--- config.mk ---
export PLATFORM = sky130hd
export DESIGN_NAME = airlock_sequencer
export DESIGN_NICKNAME = d
export VERILOG_FILES = /design/src/rtl/airlock_sequencer_pkg.sv /design/src/rtl/airlock_sequencer_tick_gen.sv /design/src/rtl/airlock_sequencer.sv
export SDC_FILE = /design/constraint.sdc
export NUM_CORES = 1
export LEC_CHECK = 0
export ABC_AREA = 1
export BUFFER_PORTS_ARGS = -buffer_cell sky130_fd_sc_hd__buf_2
export CAP_MARGIN = 20
export CORE_MARGIN = 10
export CORE_UTILIZATION = 35
export DETAILED_ROUTE_END_ITERATION = 8
export REMOVE_ABC_BUFFERS = 1
export SYNTH_ARGS = -nofsm -noshare
export SYNTH_HDL_FRONTEND = slang
export SYNTH_SLANG_ARGS = --single-unit
--- constraint.sdc ---
create_clock -name clk -period 1.85 [get_ports clk]
set_input_delay 0.2775 -clock clk [delete_from_list [all_inputs] [get_ports clk]]
set_output_delay 0.2775 -clock clk [all_outputs]
set_load 0.01 [all_outputs]
--- src/rtl/airlock_sequencer_pkg.sv ---
// rtl/airlock_sequencer_pkg.sv - state codes, pass direction and helpers for the airlock sequencer
package airlock_sequencer_pkg;

  typedef enum logic [2:0] {
    ST_IDLE     = 3'd0,
    ST_VENT     = 3'd1,
    ST_OPEN_OUT = 3'd2,
    ST_PRESS    = 3'd3,
    ST_OPEN_IN  = 3'd4,
    ST_DONE     = 3'd5,
    ST_FAULT    = 3'd6
  } state_t;

  localparam logic DIR_ARRIVE = 1'b0;
  localparam logic DIR_DEPART = 1'b1;

  function automatic logic is_pump(input state_t s);
    return (s == ST_VENT) || (s == ST_PRESS);
  endfunction

endpackage

--- src/rtl/airlock_sequencer_tick_gen.sv ---
// rtl/airlock_sequencer_tick_gen.sv - timing prescaler, one-cycle tick every TICK_DIV clocks
module tick_gen #(
  parameter int TICK_DIV = 50000000
) (
  input  logic clk,
  input  logic rst,
  input  logic clr,
  output logic tick
);

  localparam int CW = (TICK_DIV > 1) ? $clog2(TICK_DIV) : 1;
  localparam logic [CW-1:0] LAST = CW'(TICK_DIV - 1);

  logic [CW-1:0] cnt;

  always_ff @(posedge clk or posedge rst) begin
    if (rst) begin
      cnt <= '0;
    end else if (clr || cnt == LAST) begin
      cnt <= '0;
    end else begin
      cnt <= cnt + CW'(1);
    end
  end

  assign tick = (cnt == LAST);

endmodule

--- src/rtl/airlock_sequencer.sv ---
// rtl/airlock_sequencer.sv - airlock pass sequencer: door interlock, pump/vent countdown, latched fault
module airlock_sequencer
  import airlock_sequencer_pkg::*;
#(
  parameter int TICK_DIV     = 50000000,
  parameter int CNT_W        = 8,
  parameter int PRESS_TICKS  = 5,
  parameter int VENT_TICKS   = 8,
  parameter int CHAMBER_INIT = 0
) (
  input  logic             clk,
  input  logic             rst,
  input  logic             arrive_req,
  input  logic             depart_req,
  input  logic             outer_sw,
  input  logic             inner_sw,
  output logic             outer_en,
  output logic             inner_en,
  output logic             chamber_hi,
  output logic             wait_var,
  output logic             finished_var,
  output logic             fault,
  output logic [CNT_W-1:0] remaining,
  output logic [2:0]       state_o
);

  localparam logic [CNT_W-1:0] PRESS_CNT = CNT_W'(PRESS_TICKS);
  localparam logic [CNT_W-1:0] VENT_CNT  = CNT_W'(VENT_TICKS);
  localparam logic [CNT_W-1:0] ONE       = CNT_W'(1);
  localparam logic             INIT_HI   = (CHAMBER_INIT != 0);

  state_t           state, state_n;
  logic             dir, dir_n;
  logic             chamber_n;
  logic [CNT_W-1:0] rem_n;
  logic             seen_open, seen_n;
  logic             tick, clr, viol;

  // Enables are registered, so a sensor checked against them sees what the door was actually told.
  assign viol = (outer_sw & ~outer_en) | (inner_sw & ~inner_en);
  assign clr  = (state_n != state);

  tick_gen #(.TICK_DIV(TICK_DIV)) u_tick (
    .clk  (clk),
    .rst  (rst),
    .clr  (clr),
    .tick (tick)
  );

  always_comb begin
    state_n   = state;
    dir_n     = dir;
    chamber_n = chamber_hi;
    rem_n     = remaining;
    seen_n    = seen_open;
    if (viol || state == ST_FAULT) begin
      state_n = ST_FAULT;
      rem_n   = '0;
    end else begin
      case (state)
        ST_IDLE: begin
          rem_n  = '0;
          seen_n = 1'b0;
          if (arrive_req) begin
            dir_n   = DIR_ARRIVE;
            state_n = chamber_hi ? ST_VENT : ST_OPEN_OUT;
          end else if (depart_req) begin
            dir_n   = DIR_DEPART;
            state_n = chamber_hi ? ST_OPEN_IN : ST_PRESS;
          end
        end
        ST_VENT: begin
          if (tick) begin
            if (remaining == ONE) begin
              rem_n     = '0;
              chamber_n = 1'b0;
              state_n   = ST_OPEN_OUT;
            end else begin
              rem_n = remaining - ONE;
            end
          end
        end
        ST_PRESS: begin
          if (tick) begin
            if (remaining == ONE) begin
              rem_n     = '0;
              chamber_n = 1'b1;
              state_n   = ST_OPEN_IN;
            end else begin
              rem_n = remaining - ONE;
            end
          end
        end
        ST_OPEN_OUT: begin
          if (outer_sw) begin
            seen_n = 1'b1;
          end else if (seen_open) begin
            seen_n  = 1'b0;
            state_n = (dir == DIR_ARRIVE) ? ST_PRESS : ST_DONE;
          end
        end
        ST_OPEN_IN: begin
          if (inner_sw) begin
            seen_n = 1'b1;
          end else if (seen_open) begin
            seen_n  = 1'b0;
            state_n = (dir == DIR_ARRIVE) ? ST_DONE : ST_VENT;
          end
        end
        ST_DONE:  state_n = ST_IDLE;
        default:  state_n = ST_FAULT;
      endcase
      // Countdown is loaded on entry so the first value is visible for a whole tick period.
      if (state_n != state && state_n == ST_VENT)  rem_n = VENT_CNT;
      if (state_n != state && state_n == ST_PRESS) rem_n = PRESS_CNT;
    end
  end

  always_ff @(posedge clk or posedge rst) begin
    if (rst) begin
      state        <= ST_IDLE;
      dir          <= DIR_ARRIVE;
      chamber_hi   <= INIT_HI;
      remaining    <= '0;
      seen_open    <= 1'b0;
      outer_en     <= 1'b0;
      inner_en     <= 1'b0;
      wait_var     <= 1'b0;
      finished_var <= 1'b0;
      fault        <= 1'b0;
    end else begin
      state        <= state_n;
      dir          <= dir_n;
      chamber_hi   <= chamber_n;
      remaining    <= rem_n;
      seen_open    <= seen_n;
      outer_en     <= (state_n == ST_OPEN_OUT);
      inner_en     <= (state_n == ST_OPEN_IN);
      wait_var     <= is_pump(state_n);
      finished_var <= (state_n == ST_DONE);
      fault        <= (state_n == ST_FAULT);
    end
  end

  assign state_o = state;

endmodule

==> out/summary.txt, run 1 <==
ROUTING
---------------------------------------------------------------------------------
Post-Route WL                                                             8.90 mm
Detailed-route wire length per cell                                       13.8 µm
Initial drt markers                                                           109
Number of vias in the routed layout                                          3106
Initial DRT Pass Iterations                                                     4
Drc violations                                                                  0
Via count normalized by instance count                                       4.81
Antenna viol nets, final                                                        0

PLACE
---------------------------------------------------------------------------------
Final HPWL DP                                                             5.93 mm
Global placer's final weighted congestion                                   0.899
Port Buffers                                                                   22

CLOCK TREE
---------------------------------------------------------------------------------
Clock-pin transition on the worst setup and hold timing paths             0.09 ns
Count of hold-fix buffers inserted at cts                                       0
CTS tree                                                                      yes
Largest buffer count on any clock path                                          2
Inserted Clock Buffers                                                          5
Cell at the root of the clock tree                                   sky130_fd_sc_hd__clkbuf_8
Maximum level of the CTS H-tree                                                 2
Source-to-sink clock delay at the later pin of the worst-skew pair        0.30 ns
Clk sink count                                                                 45

TIMING
---------------------------------------------------------------------------------
Worst clock skew on the final layout                                   0.00455 ns
Number of endpoints failing setup at the final stage                           35
Unrepaired setup endpoints after global routing                              true
Slew margin rel.                                                            0.606
Highest attainable clock frequency                                      0.481 GHz
Slew of the pin with the lowest slew margin                              0.592 ns
Fin worst setup slack                                                   -0.227 ns
Hold Slack                                                               0.119 ns
Number of hold violations in the final report                                   0
Final critical-path required period                                       2.08 ns
Max Transition Viols Final                                                      0
Fraction of the cycle the final worst path needs                             1.12

LAYOUT
---------------------------------------------------------------------------------
Area added between synthesis and finish                                     55.0%
Net count of the finished layout                                              546
Total inserted antenna cells                                                    0
End-of-flow core utilization                                                0.552
Share of post-route cells with drive strength above 1                       0.532

LOGIC SYNTHESIS
---------------------------------------------------------------------------------
Post-synthesis cell area                                                 3080 µm²
Sequential share of the synthesized area                                    0.366
Count of mapped cells out of synthesis                                        383
Synthesized area divided by synthesized cell count                       8.03 µm²
Synth Warn #                                                                    0
Number of synthesized register bits                                            45
Synth unique cells                                                             40

WORST SETUP PATH
---------------------------------------------------------------------------------
Critical Path Source Type                                                    flop
Reg2Reg Capture Point                                                u_tick.cnt[25]$_DFF_PP0_
Launching point of the worst reg2reg path                            u_tick.cnt[1]$_DFF_PP0_
Data arrival time of the critical path                                    2.29 ns
Worst-case reg-to-reg path depth                                               11
Endpoint required time on the critical path                               2.06 ns
Register-to-register setup slack                                         -0.23 ns
Kind of end point of the critical path                                       flop
Top fanout value on the critical path                                           7
Crit Path Class                                                           reg2reg

FLOORPLANNING
---------------------------------------------------------------------------------
Number of rows in the core area                                                34
Die boundary height                                                        114 µm
Horiz. Die Dim                                                             114 µm
IO Pins                                                                        23
Total Die Area                                                          12900 µm²
Area of the placeable core                                               8640 µm²
Initial core utilization                                                    0.356

STATUS
---------------------------------------------------------------------------------
Result of the run                                                    finished, violations left
Violations in the final reports                                      negative setup slack

GLOBAL ROUTING
---------------------------------------------------------------------------------
GRT overflow                                                                    0
Combined global-route utilization of all metal layers                       0.125
Wire length of the first global-routing pass                              13.6 mm
Via count of the first global-routing pass                                   3052
Initial antenna violation count                                                 0
Maximum number of pins on one net before global-route repair                   46

PWR
---------------------------------------------------------------------------------
Leakage power                                                             2.25 nW
Power per standard cell area                                           500 nW/µm²
Max VDD drop                                                               321 µV

WORST HOLD PATH
---------------------------------------------------------------------------------
Worst hold-check path type                                               in2async

RUN
---------------------------------------------------------------------------------
Max Cap Violations                                                              0

[state kept, by name (all words and copies together), names as in the netlist]
signal / flops
inner_en: 1
dir: 1
chamber_hi: 1
outer_en: 1
finished_var: 1
u_tick.cnt: 26
wait_var: 1
seen_open: 1
fault: 1
state_o: 3
remaining: 8
[cells in the final DEF (no fill, tap or decap), types with 4 or more instances in the layout]
cell type / instances
sky130_fd_sc_hd__nand2_1: 70
sky130_fd_sc_hd__nor3_2: 23
sky130_fd_sc_hd__xnor2_1: 5
sky130_fd_sc_hd__o21ai_0: 4
sky130_fd_sc_hd__dfrtp_1: 42
sky130_fd_sc_hd__nand3_1: 13
sky130_fd_sc_hd__nor3_1: 6
sky130_fd_sc_hd__buf_2: 22
sky130_fd_sc_hd__nor3_4: 4
sky130_fd_sc_hd__nand2_4: 8
sky130_fd_sc_hd__buf_6: 5
sky130_fd_sc_hd__nor2_1: 37
sky130_fd_sc_hd__buf_12: 6
sky130_fd_sc_hd__inv_2: 9
sky130_fd_sc_hd__inv_1: 30
sky130_fd_sc_hd__nor2_2: 16
sky130_fd_sc_hd__o21ai_1: 4
sky130_fd_sc_hd__nor2_4: 12
sky130_fd_sc_hd__clkbuf_8: 5
sky130_fd_sc_hd__nand2_2: 19
sky130_fd_sc_hd__xor2_1: 19
sky130_fd_sc_hd__buf_4: 115
sky130_fd_sc_hd__nand4_1: 11
sky130_fd_sc_hd__nand3_2: 12
[per-layer routing]
layer / routed length (µm) / vias up / share of wire / global-route usage
li1: - / 1540 / - / -
met1: 3870 / 1477 / 0.43 / 0.151
met2: 4380 / 69 / 0.49 / 0.212
met3: 461 / 20 / 0.052 / 0.0262
met4: 193 / 0 / 0.022 / 0.0508
met5: 0 / - / 0 / 0
[cell usage after synthesis (all sizes together)]
master / n / area (µm²)
nor2: 65 / 302
xor2: 21 / 191
xnor2: 5 / 43.8
a21oi: 5 / 36.3
inv: 42 / 165
o22ai: 2 / 12.5
nor3: 33 / 282
dfrtp: 45 / 1130
nor3b: 2 / 15.0
o21a: 1 / 7.51
o21ai: 10 / 57.6
a31oi: 1 / 6.26
mux2: 2 / 22.5
or2: 1 / 8.76
buf: 5 / 60.1
ha: 3 / 37.5
nand4: 13 / 103
nand2: 96 / 398
o31ai: 1 / 7.51
nand3: 28 / 185
nor4: 1 / 6.26
clkinv: 1 / 3.75
[final cells by class]
cell class / count / area [µm²]
Clock buffer: 7 / 76.3
Clock inverter: 1 / 7.51
Fill cell: 790 / 3870
Inverter: 43 / 171
Multi-Input combinational cell: 291 / 2020
Sequential cell: 45 / 1130
Tap cell: 108 / 135
Timing Repair Buffer: 151 / 1220
[how the worst max path moves through the flow]
stage | from | end | slack (ns) | cells after the start
CTS | u_tick.cnt[0]$_DFF_PP0_ | u_tick.cnt[14]$_DFF_PP0_ | -0.15 | 12
finish | u_tick.cnt[1]$_DFF_PP0_ | u_tick.cnt[25]$_DFF_PP0_ | -0.23 | 11
global route | u_tick.cnt[1]$_DFF_PP0_ | u_tick.cnt[25]$_DFF_PP0_ | -0.35 | 11
detailed placement | remaining[1]$_DFFE_PP0P_ | u_tick.cnt[14]$_DFF_PP0_ | -0.22 | 11
global placement | remaining[1]$_DFFE_PP0P_ | u_tick.cnt[14]$_DFF_PP0_ | -0.17 | 11
floorplan | state_o[2]$_DFF_PP0_ | u_tick.cnt[1]$_DFF_PP0_ | -0.23 | 10
[what timing repair did]
| action | CTS | global route |
|---|---|---|
| pin swaps | 10 | 22 |
| buffers inserted | 6 | 14 |
| resized for setup | 29 | 55 |
| gates cloned | 1 | 3 |
| endpoints found under the setup margin | 35 | 40 |
| endpoints found under the hold margin | 0 | 0 |
[cells by family (layout without fill, tap and decap cells)]
group | count (synthesis) | in the layout | share of synthesized area
adders and majority gates | 3 | 3 | 0.0122
muxes | 2 | 2 | 0.00732
buffers and inverters | 48 | 202 | 0.0744
DFF | 45 | 45 | 0.366
and+or+nand+nor | 239 | 240 | 0.422
AOI/OAI and AO/OA | 20 | 20 | 0.0415
xor gates and xnor gates | 26 | 26 | 0.0765
[power breakdown]
part,total [mW],switching [mW],internal (mW)
Combinational,0.625,0.291,0.334
Clock,0.615,0.347,0.268
Sequential,1.14,0.0841,1.06
Total,2.38,0.722,1.66
[through the flow]
step,power (mW),setup slack [ns],TNS (ns),instance area [µm²],std cells
2_1_floorplan,1.42,-0.233,-5.05,3020,378
6_report,2.38,-0.227,-5.51,4770,646
5_1_grt,2.53,-0.352,-10.13,4770,646
4_1_cts,2.32,-0.145,-3.44,4380,629
3_3_place_gp,1.67,-0.167,-4.45,4130,614
3_5_place_dp,1.69,-0.221,-5.92,4130,614
[worst max-delay path, stage by stage (launching register included)]
cell                      delay, ns
sky130_fd_sc_hd__dfrtp_1       0.40
sky130_fd_sc_hd__ha_4          0.17
sky130_fd_sc_hd__nand2_2       0.06
sky130_fd_sc_hd__nor2_2        0.10
sky130_fd_sc_hd__nand2_2       0.09
sky130_fd_sc_hd__nor2_4        0.17
sky130_fd_sc_hd__nand4_1       0.18
sky130_fd_sc_hd__nand4_4       0.16
sky130_fd_sc_hd__or2_4         0.14
sky130_fd_sc_hd__nand3_4       0.16
sky130_fd_sc_hd__buf_4         0.19
sky130_fd_sc_hd__nor3_1        0.15
(Power assumes the default switching activity.)
==> run 2, diff against run 1 <==
--- a/config.mk
+++ b/config.mk
@@ -8,10 +8,11 @@
 export ABC_AREA = 1
 export BUFFER_PORTS_ARGS = -buffer_cell sky130_fd_sc_hd__buf_2
 export CAP_MARGIN = 20
-export CORE_MARGIN = 10
+export CORE_MARGIN = 2
 export CORE_UTILIZATION = 35
 export DETAILED_ROUTE_END_ITERATION = 8
 export REMOVE_ABC_BUFFERS = 1
 export SYNTH_ARGS = -nofsm -noshare
 export SYNTH_HDL_FRONTEND = slang
+export SYNTH_HIERARCHICAL = 1
 export SYNTH_SLANG_ARGS = --single-unit
==> run 2 against run 1 <==
Against the previous run: the run still ends with negative setup slack left; total power rose by 0.52%; critical path depth rose by 4; utilization fell by 4.8 points; routed wire length fell by 4.7%; combinational power fell by 4.0%; clock power rose by 10%; hold slack improved by 0.16 ns; register-to-register slack got worse by 0.42 ns; setup slack got worse by 0.42 ns; die area fell by 25%; critical path type unchanged; largest cell class unchanged; highest routed layer unchanged.
==> out/summary.txt, run 2 <==
CLOCK TREE
---------------------------------------------------------------------------------
CTS tree                                                                      yes
Clock-pin transition on the worst setup and hold timing paths             0.09 ns
Cell at the root of the clock tree                                   sky130_fd_sc_hd__clkbuf_8
Source-to-sink clock delay at the later pin of the worst-skew pair        0.31 ns
Inserted Clock Buffers                                                          5
Maximum level of the CTS H-tree                                                 2
Clk sink count                                                                 45
Largest buffer count on any clock path                                          2

GLOBAL ROUTING
---------------------------------------------------------------------------------
Via count of the first global-routing pass                                   3276
Maximum number of pins on one net before global-route repair                   27
Combined global-route utilization of all metal layers                       0.183
GRT overflow                                                                    0
Wire length of the first global-routing pass                              14.5 mm
Initial antenna violation count                                                 0

PWR
---------------------------------------------------------------------------------
Switching power                                                          0.735 mW
Clock share of power                                                        0.283
Post-route total power                                                    2.40 mW
Switch share                                                                0.307
Max VDD drop                                                               244 µV
Sequential group share of total power                                       0.467
Leakage power                                                             2.21 nW
Power per standard cell area                                           547 nW/µm²
Internal power contribution                                               1.66 mW
Relative contribution of combinational cells to total power                 0.250

STATUS
---------------------------------------------------------------------------------
Result of the run                                                    finished, violations left
Violations in the final reports                                      negative setup slack

ROUTING
---------------------------------------------------------------------------------
Total length of routed met2 wires                                         4.26 mm
Top layer reached by signal wires                                            met4
Detailed-route wire length per cell                                       12.4 µm
Routed wire length on met3                                                 300 µm
Drc violations                                                                  0
Number of vias in the routed layout                                          3205
Antenna viol nets, final                                                        0
Post-Route WL                                                             8.48 mm
Via count normalized by instance count                                       4.70
Initial DRT Pass Iterations                                                     4
Met1 Routed Length                                                        3.82 mm
Initial drt markers                                                           156

LAYOUT
---------------------------------------------------------------------------------
Flip-flop count of the largest register after layout                           26
Net count of the finished layout                                              583
Register ranked first by flip-flop count                               u_tick/cnt
Area added between synthesis and finish                                     39.9%
Share of post-route cells with drive strength above 1                       0.392
Leading cell type in the layout, fill and taps excluded              sky130_fd_sc_hd__nand2_1
End-of-flow core utilization                                                0.504
Highest-count cells in the layout ignoring fill and taps             sky130_fd_sc_hd__nand2_1 (116), sky130_fd_sc_hd__buf_4 (99), sky130_fd_sc_hd__nor2_1 (73)
Total inserted antenna cells                                                    0
Final cell count without fillers                                              682

TIMING
---------------------------------------------------------------------------------
Number of endpoints failing setup at the final stage                           40
Worst clock skew on the final layout                                    0.0102 ns
Slew margin rel.                                                            0.707
Unrepaired setup endpoints after global routing                              true
Setup tns final                                                         -18.60 ns
Max Transition Viols Final                                                      0
Slew of the pin with the lowest slew margin                              0.439 ns
Fin worst setup slack                                                   -0.646 ns
Final critical-path required period                                       2.50 ns
Fraction of the cycle the final worst path needs                             1.35
Highest attainable clock frequency                                      0.401 GHz
Hold Slack                                                               0.277 ns
Number of hold violations in the final report                                   0

WORST SETUP PATH
---------------------------------------------------------------------------------
Crit Path Class                                                           reg2reg
Endpoint required time on the critical path                               2.09 ns
Kind of end point of the critical path                                       flop
Top fanout value on the critical path                                           7
Data arrival time of the critical path                                    2.74 ns
Critical Path Source Type                                                    flop

LOGIC SYNTHESIS
---------------------------------------------------------------------------------
Synth unique cells                                                             27
Commonest cells in the synthesized netlist                           sky130_fd_sc_hd__nand2_1 (126), sky130_fd_sc_hd__nor2_1 (79), sky130_fd_sc_hd__inv_1 (47)
Fraction of registers with async set/reset                                   1.00
Cell with the most instances after synthesis                         sky130_fd_sc_hd__nand2_1
Top_reg_cell synth                                                   sky130_fd_sc_hd__dfrtp_1
Number of enable-type register cells in the synthesized netlist                 0
Synthesized area divided by synthesized cell count                       7.05 µm²
Number of synthesized register bits                                            45
Main area contributors after synthesis                               sky130_fd_sc_hd__dfrtp_1 (36%), sky130_fd_sc_hd__nand2_1 (15%), sky130_fd_sc_hd__nor2_1 (9.5%)
Synth Warn #                                                                    6
Largest area contributor in the netlist                              sky130_fd_sc_hd__dfrtp_1
Sequential share of the synthesized area                                    0.360
Post-synthesis cell area                                                 3130 µm²
Fraction of post-synthesis cell area in the top cell type by area           0.360
Count of mapped cells out of synthesis                                        444

PLACE
---------------------------------------------------------------------------------
Final HPWL DP                                                             6.03 mm
Port Buffers                                                                   22
Post-Place Cells                                                              662
Global placer's final weighted congestion                                   0.882

FLOORPLANNING
---------------------------------------------------------------------------------
Number of rows in the core area                                                34
Initial core utilization                                                    0.361
Horiz. Die Dim                                                            98.6 µm
Total Die Area                                                           9710 µm²
Area of the placeable core                                               8680 µm²
Die boundary height                                                       98.6 µm
IO Pins                                                                        23

WORST HOLD PATH
---------------------------------------------------------------------------------
Worst hold-check path type                                                 in2reg

RUN
---------------------------------------------------------------------------------
Max Cap Violations                                                              0

[run 2: final cells by class]
type	count	area (µm²)
clock buffer	6	82.6
inverter	58	228
multi-input combinational	338	1900
tap	108	135
fill	879	4300
sequential	45	1130
clock inverter	2	13.8
timing repair buffer	125	897
[run 2: worst paths after layout]
check,from,cells after the start,slack (ns),end
worst min-delay path,arrive_req,3,0.28,dir$_DFFE_PP0P_
max in group asynchronous,rst,4,1.02,u_tick/cnt[19]$_DFF_PP0_
worst max-delay path,u_tick/cnt[0]$_DFF_PP0_,15,-0.65,u_tick/cnt[19]$_DFF_PP0_
min in group asynchronous,rst,4,0.54,remaining[3]$_DFFE_PP0P_
worst min register to register,u_tick/cnt[25]$_DFF_PP0_,3,0.56,u_tick/cnt[25]$_DFF_PP0_
worst max register to register,u_tick/cnt[0]$_DFF_PP0_,15,-0.65,u_tick/cnt[19]$_DFF_PP0_
[run 2: per-stage QoR]
| stage | setup WS (ns) | area [µm²] |
|---|---|---|
| floorplan | -0.708 | 3070 |
| detailed placement | -0.644 | 4020 |
| CTS | -0.511 | 4310 |
| finish | -0.646 | 4380 |
| global placement | -0.478 | 4020 |
| global route | -0.771 | 4380 |
[run 2: logic make-up after synthesis]
kind of cell | count (synthesis) | synth area share
AO/OA/AOI/OAI | 20 | 0.0388
XOR/XNOR | 22 | 0.0616
adder cells (fa/ha/maj) | 4 | 0.0160
buffers and inverters | 64 | 0.0920
flip-flops | 45 | 0.360
AND/OR/NAND/NOR | 289 | 0.432
[run 2: metal layers]
| metal | up-vias | global-route usage |
|---|---|---|
| li1 | 1628 | - |
| met1 | 1509 | 0.226 |
| met2 | 57 | 0.320 |
| met3 | 11 | 0.0348 |
| met4 | 0 | 0.0632 |
| met5 | - | 0 |
[run 2: what timing repair did]
| item | in CTS | in global routing |
|---|---|---|
| gates cloned | 3 | 0 |
| pin swaps | 34 | 8 |
| gates resized for setup | 24 | 16 |
| hold buffers | 1 | 0 |
| endpoints found under the setup margin | 40 | 41 |
| endpoints found under the hold margin | 14 | 0 |
| setup buffers | 8 | 5 |
[run 2: power groups by stage]
stage	registers (mW)	clock network (mW)	logic, mW
after floorplan	1.15	0	0.307
after global placement	1.13	0	0.547
after detailed placement	1.13	0	0.558
after CTS	1.11	0.706	0.579
after global routing	1.13	0.754	0.663
final	1.12	0.678	0.600
[run 2: worst max-delay path: stages (launching register included)]
cell	delay, ns
sky130_fd_sc_hd__dfrtp_1	0.37
sky130_fd_sc_hd__ha_2	0.18
sky130_fd_sc_hd__nand3_2	0.10
sky130_fd_sc_hd__nor2_4	0.13
sky130_fd_sc_hd__nand2_2	0.07
sky130_fd_sc_hd__nor3_2	0.15
sky130_fd_sc_hd__buf_4	0.17
sky130_fd_sc_hd__nand3_4	0.10
sky130_fd_sc_hd__o21ai_2	0.13
sky130_fd_sc_hd__nand2_1	0.09
sky130_fd_sc_hd__inv_2	0.08
sky130_fd_sc_hd__nand2_2	0.07
sky130_fd_sc_hd__nand2_2	0.06
sky130_fd_sc_hd__nand4_1	0.26
sky130_fd_sc_hd__o21bai_4	0.34
sky130_fd_sc_hd__nor2_1	0.14
==> run 3, diff against run 2 <==
==> constraint.sdc (replaced) <==
create_clock -name clk -period 1.85 [get_ports clk]
set_input_delay 0.0925 -clock clk [delete_from_list [all_inputs] [get_ports clk]]
set_output_delay 0.0925 -clock clk [all_outputs]
set_load 0.01 [all_outputs]
==> run 3 against run 2 <==
Against the previous run: the flow still finishes with violations (negative setup slack); flip-flop and latch count unchanged; global-route usage decreased by 0.073 points; setup slack gained 0.13 ns; clock skew shrank 0.0015 ns; register-to-register slack improved by 0.13 ns; first-iteration DRC count shrank 27%; sequential power is essentially flat; routed wire length down 1.3%; final cell count increased by 0.59%; highest routed layer unchanged.
==> out/summary.txt, run 3 (synthesis results as in run 2) <==
CLOCK TREE
---------------------------------------------------------------------------------
Clk sink count                                                                 45
Maximum level of the CTS H-tree                                                 2
CTS tree                                                                      yes
Clock-pin transition on the worst setup and hold timing paths             0.10 ns
Inserted Clock Buffers                                                          5
Source-to-sink clock delay at the later pin of the worst-skew pair        0.30 ns
Cell at the root of the clock tree                                   sky130_fd_sc_hd__clkbuf_8
Largest buffer count on any clock path                                          2

LAYOUT
---------------------------------------------------------------------------------
Area added between synthesis and finish                                     40.9%
Number of filler cells placed in the layout                                   880
Leading cell type in the layout, fill and taps excluded              sky130_fd_sc_hd__nand2_1
Register ranked first by flip-flop count                               u_tick/cnt
Post-layout instance area                                                4410 µm²
Share of post-route cells with drive strength above 1                       0.391
Highest-count cells in the layout ignoring fill and taps             sky130_fd_sc_hd__nand2_1 (117), sky130_fd_sc_hd__buf_4 (105), sky130_fd_sc_hd__nor2_1 (76)
Flip-flop count of the largest register after layout                           26
Total inserted antenna cells                                                    0
Net count of the finished layout                                              587

PLACE
---------------------------------------------------------------------------------
Final HPWL DP                                                             6.10 mm
Setup slack after placement                                             -0.595 ns
Cell area reported after detailed placement                              4000 µm²
Port Buffers                                                                   22
Global placer's final weighted congestion                                   0.887

WORST SETUP PATH
---------------------------------------------------------------------------------
Crit Path Class                                                           reg2reg
Top fanout value on the critical path                                           6
Kind of end point of the critical path                                       flop
Critical Path Source Type                                                    flop
Endpoint required time on the critical path                               2.08 ns
Data arrival time of the critical path                                    2.60 ns

TIMING
---------------------------------------------------------------------------------
Fin worst setup slack                                                   -0.519 ns
Number of hold violations in the final report                                   0
Slew of the pin with the lowest slew margin                              0.464 ns
Fraction of the cycle the final worst path needs                             1.28
Highest attainable clock frequency                                      0.422 GHz
Number of endpoints failing setup at the final stage                           38
Final critical-path required period                                       2.37 ns
Unrepaired setup endpoints after global routing                              true
Slew margin rel.                                                            0.690
Max Transition Viols Final                                                      0
Worst clock skew on the final layout                                   0.00871 ns

PWR
---------------------------------------------------------------------------------
Internal power contribution                                               1.74 mW
Sequential group share of total power                                       0.455
Max VDD drop                                                               387 µV
Post-route total power                                                    2.46 mW
Relative contribution of combinational cells to total power                 0.232
Switch share                                                                0.292
Leakage power                                                             2.20 nW
Switching power                                                          0.718 mW
Clock share of power                                                        0.313
Power per standard cell area                                           558 nW/µm²

GLOBAL ROUTING
---------------------------------------------------------------------------------
Maximum number of pins on one net before global-route repair                   27
Initial antenna violation count                                                 0
GRT overflow                                                                    0
Wire length of the first global-routing pass                              14.6 mm
Via count of the first global-routing pass                                   3262
Combined global-route utilization of all metal layers                       0.182

FLOORPLANNING
---------------------------------------------------------------------------------
Area of the placeable core                                               8680 µm²
Horiz. Die Dim                                                            98.6 µm
IO Pins                                                                        23
Initial core utilization                                                    0.361
Total Die Area                                                           9710 µm²
Number of rows in the core area                                                34
Die boundary height                                                       98.6 µm

RUN
---------------------------------------------------------------------------------
Max Cap Violations                                                              0

ROUTING
---------------------------------------------------------------------------------
Via count normalized by instance count                                       4.67
Drc violations                                                                  0
Initial DRT Pass Iterations                                                     4
Post-Route WL                                                             8.37 mm
Detailed-route wire length per cell                                       12.2 µm
Number of vias in the routed layout                                          3203
Antenna viol nets, final                                                        0
Initial drt markers                                                           114

WORST HOLD PATH
---------------------------------------------------------------------------------
Worst hold-check path type                                                 in2reg

STATUS
---------------------------------------------------------------------------------
Violations in the final reports                                      negative setup slack
Result of the run                                                    finished, violations left

## run 3: repair_timing
item	4_1_cts	5_1_grt
setup buffers	15	2
gates resized for setup	24	12
hold buffers	1	0
pin swaps	22	9
gates cloned	3	0
endpoints found under the setup margin	40	40
hold endpoints to repair	45	0
## run 3: power groups by stage
stage                     clock, mW  sequential [mW]  combinational [mW]
after CTS                     0.810             1.11               0.560
final                         0.770             1.12               0.572
after floorplan                   0             1.15               0.307
after global routing          0.852             1.13               0.643
after global placement            0             1.13               0.541
after detailed placement          0             1.13               0.550
## run 3: final timing paths
kind / start / to / slack (ns) / cells past startpoint
setup / recovery: u_tick/cnt[16]$_DFF_PP0_ / u_tick/cnt[15]$_DFF_PP0_ / -0.52 / 15
max in group asynchronous: rst / u_tick/cnt[20]$_DFF_PP0_ / 1.20 / 4
setup reg to reg: u_tick/cnt[16]$_DFF_PP0_ / u_tick/cnt[15]$_DFF_PP0_ / -0.52 / 15
min in group asynchronous: rst / remaining[6]$_DFFE_PP0P_ / 0.37 / 4
hold / removal: arrive_req / dir$_DFFE_PP0P_ / 0.03 / 2
hold reg to reg: u_tick/cnt[0]$_DFF_PP0_ / u_tick/cnt[0]$_DFF_PP0_ / 0.57 / 2
## run 3: layer usage
layer,vias to the layer above,global-route usage,part of all wire
li1,1633,-,-
met1,1493,0.228,0.44
met2,62,0.323,0.50
met3,15,0.0312,0.038
met4,0,0.0527,0.018
met5,-,0,0
## run 3: per-stage QoR
stage	setup TNS (ns)	util	std cells	hold WS (ns)
floorplan	-22.05	-	438	0.0436
global placement	-13.75	0.461	659	0.143
detailed placement	-17.64	0.461	659	0.147
CTS	-13.97	0.503	686	0.0141
global route	-21.81	0.508	686	0.0543
finish	-14.82	0.508	686	0.0281
## run 3: final cells by class
type	instances	area, µm²	share of cell area
Timing Repair Buffer	129	920	0.209
Clock inverter	3	43.8	0.00993
Tap cell	108	135	0.0306
Inverter	58	228	0.0516
Clock buffer	5	68.8	0.0156
Multi-Input combinational cell	338	1890	0.428
Sequential cell	45	1130	0.255
## run 3: worst max-delay path: stages (launching register included)
cell                       delay [ns]
sky130_fd_sc_hd__dfrtp_1         0.42
sky130_fd_sc_hd__inv_2           0.08
sky130_fd_sc_hd__nand2_2         0.07
sky130_fd_sc_hd__nor2_4          0.12
sky130_fd_sc_hd__nand3_2         0.09
sky130_fd_sc_hd__nor3_2          0.17
sky130_fd_sc_hd__buf_4           0.16
sky130_fd_sc_hd__nand3_4         0.08
sky130_fd_sc_hd__o21ai_2         0.15
sky130_fd_sc_hd__nand2_1         0.09
sky130_fd_sc_hd__inv_2           0.09
sky130_fd_sc_hd__nand2_2         0.05
sky130_fd_sc_hd__nand2_1         0.06
sky130_fd_sc_hd__nand4_1         0.25
sky130_fd_sc_hd__o21bai_4        0.33
sky130_fd_sc_hd__nor2_1          0.12
